===== config.mk =====
export PLATFORM = sky130hd
export DESIGN_NAME = serial_alu
export DESIGN_NICKNAME = d
export VERILOG_FILES = /design/src/rtl/alu_pkg.sv /design/src/rtl/serial_bit_slice.sv /design/src/rtl/serial_alu.sv
export SDC_FILE = /design/constraint.sdc
export NUM_CORES = 1
export LEC_CHECK = 0
export ABC_AREA = 1
export BUFFER_PORTS_ARGS = -buffer_cell sky130_fd_sc_hd__buf_2
export CAP_MARGIN = 20
export CORE_AREA = 2 2 156 158
export CTS_CLUSTER_SIZE = 8
export DETAILED_ROUTE_END_ITERATION = 8
export DIE_AREA = 0 0 158 160
export GPL_TIMING_DRIVEN = 0
export PLACE_DENSITY = 0.75
export SLEW_MARGIN = 20
export SYNTH_ARGS = -nofsm -noshare
export SYNTH_HDL_FRONTEND = slang
export SYNTH_SLANG_ARGS = --single-unit

===== constraint.sdc =====
create_clock -name clk -period 8.08 [get_ports clk]
set_input_delay 0.808 -clock clk [delete_from_list [all_inputs] [get_ports clk]]
set_output_delay 0.808 -clock clk [all_outputs]
set_load 0.02 [all_outputs]

===== src/rtl/alu_pkg.sv =====
// Shared ALU definitions: operation encodings, serial FSM states and a
// small helper that tells arithmetic operations apart from logic ones.
package alu_pkg;

    typedef enum logic [2:0] {
        ALU_PASSB = 3'b000,
        ALU_ADD   = 3'b010,
        ALU_SUB   = 3'b011,
        ALU_AND   = 3'b100,
        ALU_OR    = 3'b101,
        ALU_XOR   = 3'b110
    } alu_op_t;

    typedef enum logic [1:0] {
        S_IDLE = 2'b00,
        S_RUN  = 2'b01,
        S_DONE = 2'b10
    } state_t;

    // Add and subtract are the only operations that produce a carry chain.
    function automatic logic is_arith(input logic [2:0] op);
        return (op == ALU_ADD) || (op == ALU_SUB);
    endfunction

endpackage


===== src/rtl/serial_bit_slice.sv =====
// One-bit ALU slice: full adder with conditional B inversion for subtract,
// plus and/or/xor and pass-B. Unused opcodes produce 0 with no carry.
module serial_bit_slice
    import alu_pkg::*;
(
    input  logic       a,
    input  logic       b,
    input  logic       cin,
    input  logic [2:0] op,
    output logic       out,
    output logic       cout
);

    logic bx;
    logic sum;
    logic carry;

    // Operand conditioning, adder and per-opcode output select.
    always_comb begin
        bx    = (op == ALU_SUB) ? ~b : b;
        sum   = a ^ bx ^ cin;
        carry = (a & bx) | (a & cin) | (bx & cin);
        out   = 1'b0;
        cout  = 1'b0;
        case (op)
            ALU_PASSB: out = b;
            ALU_ADD,
            ALU_SUB: begin
                out  = sum;
                cout = carry;
            end
            ALU_AND:   out = a & b;
            ALU_OR:    out = a | b;
            ALU_XOR:   out = a ^ b;
            default: begin
                out  = 1'b0;
                cout = 1'b0;
            end
        endcase
    end

endmodule


===== src/rtl/serial_alu.sv =====
// Bit-serial ALU: one slice reused over WIDTH cycles, operands consumed
// LSB-first with a registered carry. Result and NZCV flags are presented
// together with a one-cycle done pulse and held until the next accept.
module serial_alu
    import alu_pkg::*;
#(
    parameter int WIDTH = 64
) (
    input  logic             clk,
    input  logic             reset,
    input  logic             start,
    input  logic [WIDTH-1:0] A,
    input  logic [WIDTH-1:0] B,
    input  logic [2:0]       cntrl,
    output logic             busy,
    output logic             done,
    output logic [WIDTH-1:0] result,
    output logic             negative,
    output logic             zero,
    output logic             overflow,
    output logic             carry_out
);

    localparam int CW = $clog2(WIDTH);

    state_t           state;
    state_t           state_nxt;
    logic [WIDTH-1:0] a_sr;
    logic [WIDTH-1:0] b_sr;
    logic [WIDTH-1:0] r_sr;
    logic [CW-1:0]    count;
    logic             carry;
    logic [2:0]       op_q;

    logic             accept;
    logic             last_bit;
    logic             arith;
    logic             cin_msb;
    logic             slice_out;
    logic             slice_cout;
    logic [WIDTH-1:0] r_final;

    // Start is honoured in IDLE and DONE; ignored while bits are in flight.
    assign accept   = start && (state != S_RUN);
    assign last_bit = (state == S_RUN) && (count == CW'(WIDTH - 1));
    assign arith    = is_arith(op_q);
    // While the MSB is being evaluated the carry flop holds the carry into it.
    assign cin_msb  = carry;
    assign r_final  = {slice_out, r_sr[WIDTH-1:1]};

    serial_bit_slice u_slice (
        .a    (a_sr[0]),
        .b    (b_sr[0]),
        .cin  (carry),
        .op   (op_q),
        .out  (slice_out),
        .cout (slice_cout)
    );

    // FSM state register.
    always_ff @(posedge clk or posedge reset) begin
        if (reset) begin
            state <= S_IDLE;
        end else begin
            state <= state_nxt;
        end
    end

    // Next-state logic and handshake outputs.
    always_comb begin
        state_nxt = state;
        busy      = 1'b0;
        done      = 1'b0;
        case (state)
            S_IDLE: begin
                if (start) state_nxt = S_RUN;
            end
            S_RUN: begin
                busy = 1'b1;
                if (count == CW'(WIDTH - 1)) state_nxt = S_DONE;
            end
            S_DONE: begin
                done      = 1'b1;
                state_nxt = start ? S_RUN : S_IDLE;
            end
            default: state_nxt = S_IDLE;
        endcase
    end

    // Operand/result shift registers, bit counter and carry flop.
    always_ff @(posedge clk or posedge reset) begin
        if (reset) begin
            a_sr  <= '0;
            b_sr  <= '0;
            r_sr  <= '0;
            count <= '0;
            carry <= 1'b0;
            op_q  <= 3'b000;
        end else if (accept) begin
            a_sr  <= A;
            b_sr  <= B;
            op_q  <= cntrl;
            count <= '0;
            // Subtract is A + ~B + 1, so the chain starts with carry set.
            carry <= (cntrl == ALU_SUB);
        end else if (state == S_RUN) begin
            a_sr  <= a_sr >> 1;
            b_sr  <= b_sr >> 1;
            r_sr  <= r_final;
            count <= count + 1'b1;
            carry <= arith ? slice_cout : 1'b0;
        end
    end

    // Architectural result and flags, loaded only as the MSB completes.
    always_ff @(posedge clk or posedge reset) begin
        if (reset) begin
            result    <= '0;
            negative  <= 1'b0;
            zero      <= 1'b0;
            overflow  <= 1'b0;
            carry_out <= 1'b0;
        end else if (last_bit) begin
            result    <= r_final;
            negative  <= slice_out;
            zero      <= (r_final == '0);
            carry_out <= arith & slice_cout;
            overflow  <= arith & (cin_msb ^ slice_cout);
        end
    end

endmodule


## Word level (Yosys, flattened, before mapping)

Cells that the tools add are included.

- Logic and storage cells: 68
- Flip-flop bits (word level): 272
- Output and inout bits: 70
- Bits of input ports: 134

- Add/subtract/negate cells: 1
- Reduce and logical (&&, ||, !) cells: 10
- Bitwise operators: 15
- Muxes and demuxes: 18
- Eq/ne operators: 12

Operators with widths:

| operator | count |
|---|---|
| two-way mux 64 bit | 4 |
| logical NOT 64 bit | 1 |
| two-way mux 6 bit | 2 |
| equality test 3 x 2 -> 1 bit (second input constant) | 3 |
| equality test 3 bit (second input constant) | 3 |
| two-way mux 1 bit | 8 |
| adder 6 x 1 -> 6 bit (second input constant) | 1 |
| bitwise AND 1 bit | 6 |
| equality test 6 bit (second input constant) | 1 |
| case mux 2 bit (3 select lines) | 1 |
| case mux 1 bit (5 select lines) | 1 |
| two-way mux 2 bit | 2 |
| inequality test 2 bit (second input constant) | 2 |
| AND reduction 2 bit | 2 |
| XOR 1 bit | 4 |
| logical NOT 3 bit | 1 |
| OR 1 bit | 3 |
| equality test 2 x 1 -> 1 bit (second input constant) | 1 |
| equality test 2 bit (second input constant) | 1 |
| logical AND 1 bit | 2 |
| logical NOT 2 bit | 1 |
| inequality test 2 x 1 -> 1 bit (second input constant) | 1 |
| inverter 1 bit | 2 |
| nonzero test 2 bit | 1 |
| other kinds (2) | 2 |

## Depth between registers and ports, before layout

- Depth in word-level cells: 9
- Mapped depth: 10

## Modules after synthesis

Synthesis repeated with hierarchy kept, for this count alone.

- Cell total of the unflattened synthesis: 1245
- Area, all modules: 11223.3 um^2

By module, submodules not included:

| module | area an instance (um^2) | cells each | seq. area each (um^2) | times used |
|---|---|---|---|---|
| serial_alu | 11081.9 | 1219 | 6756.5 | 1 |
| serial_bit_slice | 141.4 | 26 | 0.0 | 1 |

## Least setup slack after synthesis

No wires, ideal clock.

- Path type: reg2out
- From: register state[1]
- To: output port busy
- Stages on the path, launching flop included: 7
- Path slack: 6.234 ns
- Arrival: 1.038 ns
- Required time: 7.272 ns
- Cell sequence: dfrtp_1 inv_2 nand2_4 buf_6 inv_2 buf_4 buf_2

- Cells in the longest elaborated chain, start to end: 2

RTL lines:

| what | line | source |
|---|---|---|
| from (decl) | serial_alu.sv:26 | `state_t state;` |
| from (signal assigned) | serial_alu.sv:65 | `state <= state_nxt;` |
| equality test 2 x 1 -> 1 bit | serial_alu.sv:74 | `case (state)` |
| two-way mux 1 bit | serial_alu.sv:74 |  |
| to (decl) | serial_alu.sv:15 | `output logic busy,` |

Every way passes these cells.

## Worst setup path in the final report

Same ends and word-level chain as after synthesis.

==> flow_summary.json <==
{
  "outcome": "complete, no violations",
  "grt_first_pass_wirelength_um": 46900,
  "netlist_area_um2": 11600,
  "ys_seq_area_frac": 0.580,
  "period_needed_ns": 2.68,
  "die_h_um": 160,
  "drt_iter0_drc": 452,
  "grtUsageTotal": 0.231,
  "post-cts-setup-buffer-count": 0,
  "final-seq-area_um2": 6760,
  "layout-drive-gt1-share": 0.275,
  "layout.nets": 1632,
  "worst_pin_slew_ns": 0.555,
  "crit_slowest_cell": "dfrtp_1",
  "port_buffers": 203,
  "yosys_warnings": 0,
  "crit_path_end_kind": "output port",
  "multi_input_area_um2": 3850,
  "numCtsBuffers": 39,
  "drt_wl_total_um": 28500,
  "final_common_cell": "nand2_1",
  "crit_path_max_fanout": 10,
  "max_stage_delay_ns": 0.37,
  "gp_congestion": 0.855,
  "dr.pass1.iters": 5,
  "ys_ff_latch": 270,
  "clk_latency_ns": 0.50,
  "start_util": 0.489,
  "drc": 0,
  "cp-start-kind": "register",
  "cpLargestDelayFamily": "buffers and inverters",
  "peakVddDrop_uv": 149,
  "hp-class": "input pin to asynchronous set/reset pin",
  "power_mw": 4.98,
  "synth_edf_count": 0,
  "synth_nets": 1379,
  "avgViaCountPerCell": 5.10,
  "row_count": 57,
  "top_level_ports": 204,
  "htree_levels": 2,
  "ys_async_sr_fraction": 1.00,
  "final_cell_mix": "nand2_1 (363), dfrtp_1 (270), buf_2 (236)",
  "hold_viol": 0,
  "die_area_um2": 25300,
  "fill_cells": 2099,
  "clkSinkCount": 270,
  "crit_path_cell_trace": "inv_2, nand2_4, buf_6, inv_2, buf_4, buf_2, buf_2",
  "critPathArrivalTime_ns": 1.87,
  "antenna_found_initial": 6,
  "grt_max_degree": 35,
  "post-dp-hpwl_um": 20500,
  "tritoncts": "built",
  "clk_pin_slew_ns": 0.05,
  "final_core_util": 0.600,
  "root_buffer": "clkbuf_16",
  "clockBufferDepth": 3,
  "path_buf_inv": 6,
  "finalSetupTns_ns": 0,
  "min_period_over_period": 0.331,
  "postCtsHoldBufs": 0,
  "syn_inst": 1241,
  "fin_skew_ns": 0.0115,
  "die-width_um": 158,
  "drv_cap": 0,
  "vias": 9291,
  "wl_per_cell_um": 15.6,
  "powerDensity_nw_per_um2": 348,
  "worstSetupPathType": "register to output port",
  "grt-ovfl-total": 0,
  "required_ns": 7.27,
  "finalSetupViolations": 0,
  "timing.fmax_mhz": 374,
  "core_um2": 23800,
  "leakagePower_nw": 6.96,
  "grt_pass1_vias": 9471,
  "timing.slew.headroom": 0.630,
  "synth_flop_cell": "dfrtp_1",
  "syn_to_final_growth_pct": 22.8,
  "ant_nets": 0,
  "synth_area_per_cell_um2": 9.38,
  "rsz0062_at_grt": "no",
  "post_cts_resized": 0,
  "ys_types": 29,
  "slew_violations": 0
}
## metal layers
metal  wire length, µm  part of all wire  track usage
met1             12400              0.43        0.312
met2             13500              0.47        0.377
met3              1940             0.068       0.0516
met4               645             0.023       0.0639
met5                27           0.00095            0
## cell usage after synthesis, types with 2 or more instances
library cell  number  share of area
clkbuf_1          13         0.0042
buf_1              5         0.0016
inv_1            149          0.048
dfrtp_1          270           0.58
a21oi_1            3         0.0013
o21ai_1           27          0.012
o21ai_2           50          0.038
o21ai_0           59          0.025
nor2_1            45          0.015
ha_1               3         0.0032
buf_6             14          0.014
buf_2             33          0.014
a22o_1             2         0.0015
o221ai_1          37          0.028
xor2_1             2         0.0015
o211ai_1          72          0.046
nor2_2             2         0.0011
nand3_1           28          0.012
nand2_2           42          0.023
nand2_1          363           0.12
inv_2              7         0.0023
buf_4              8         0.0052
## flip-flops by register name, indices dropped and copies added (netlist names)
name,flops
a_sr,64
b_sr,64
result,64
carry_out,1
zero,1
overflow,1
state,2
op_q,3
r_sr,63
carry,1
count,6
## layout make-up
cell class / instances / area share
multi-input combinational: 742 / 0.269
clock buffer: 43 / 0.0723
buffer: 73 / 0.0315
inverter: 156 / 0.0412
timing repair buffer: 212 / 0.0847
tap: 324 / 0.0284
antenna: 2 / 0.000350
sequential: 270 / 0.473
## kinds of logic (layout without fill, tap and decap cells)
family	count (synthesis)	count (layout)	share of synthesized area
flops	270	270	0.580
xor+xnor	2	2	0.00151
simple gates	483	483	0.170
compound gates	252	252	0.153
buf+inv	229	484	0.0890
mux	1	1	0.000860
fa+ha+maj	4	4	0.00495
other cells	0	2	0
## per-stage QoR
step | hold WS (ns) | instances | worst slack (ns) | area, µm²
after floorplan | 0.465 | 1241 | 3.70 | 11600
after global placement | 0.464 | 1768 | 2.19 | 13100
after detailed placement | 0.467 | 1777 | 5.90 | 13300
after CTS | 0.349 | 1820 | 5.36 | 14300
after global routing | 0.379 | 1821 | 5.33 | 14300
final | 0.349 | 1822 | 5.40 | 14300
## final timing paths
kind,startpoint,endpoint,slack [ns],depth (start not counted)
min,reset,result[48],0.35,2
max reg2reg,state[0],b_sr[54],6.25,5
min reg2reg,result[49],result[49],0.48,2
max in group asynchronous,reset,b_sr[17],6.54,6
max,state[1],busy,5.40,7
min in group clk,result[49],result[49],0.48,2
## power breakdown
group	internal [mW]	total, mW	switching, mW	leakage, nW
clock	0.884	1.41	0.530	0.508
combinational	0.558	1.55	0.996	2.90
sequential	1.79	2.02	0.225	3.56
total	3.23	4.98	1.75	6.96
Note: power is estimated with default switching activity, not from simulation.
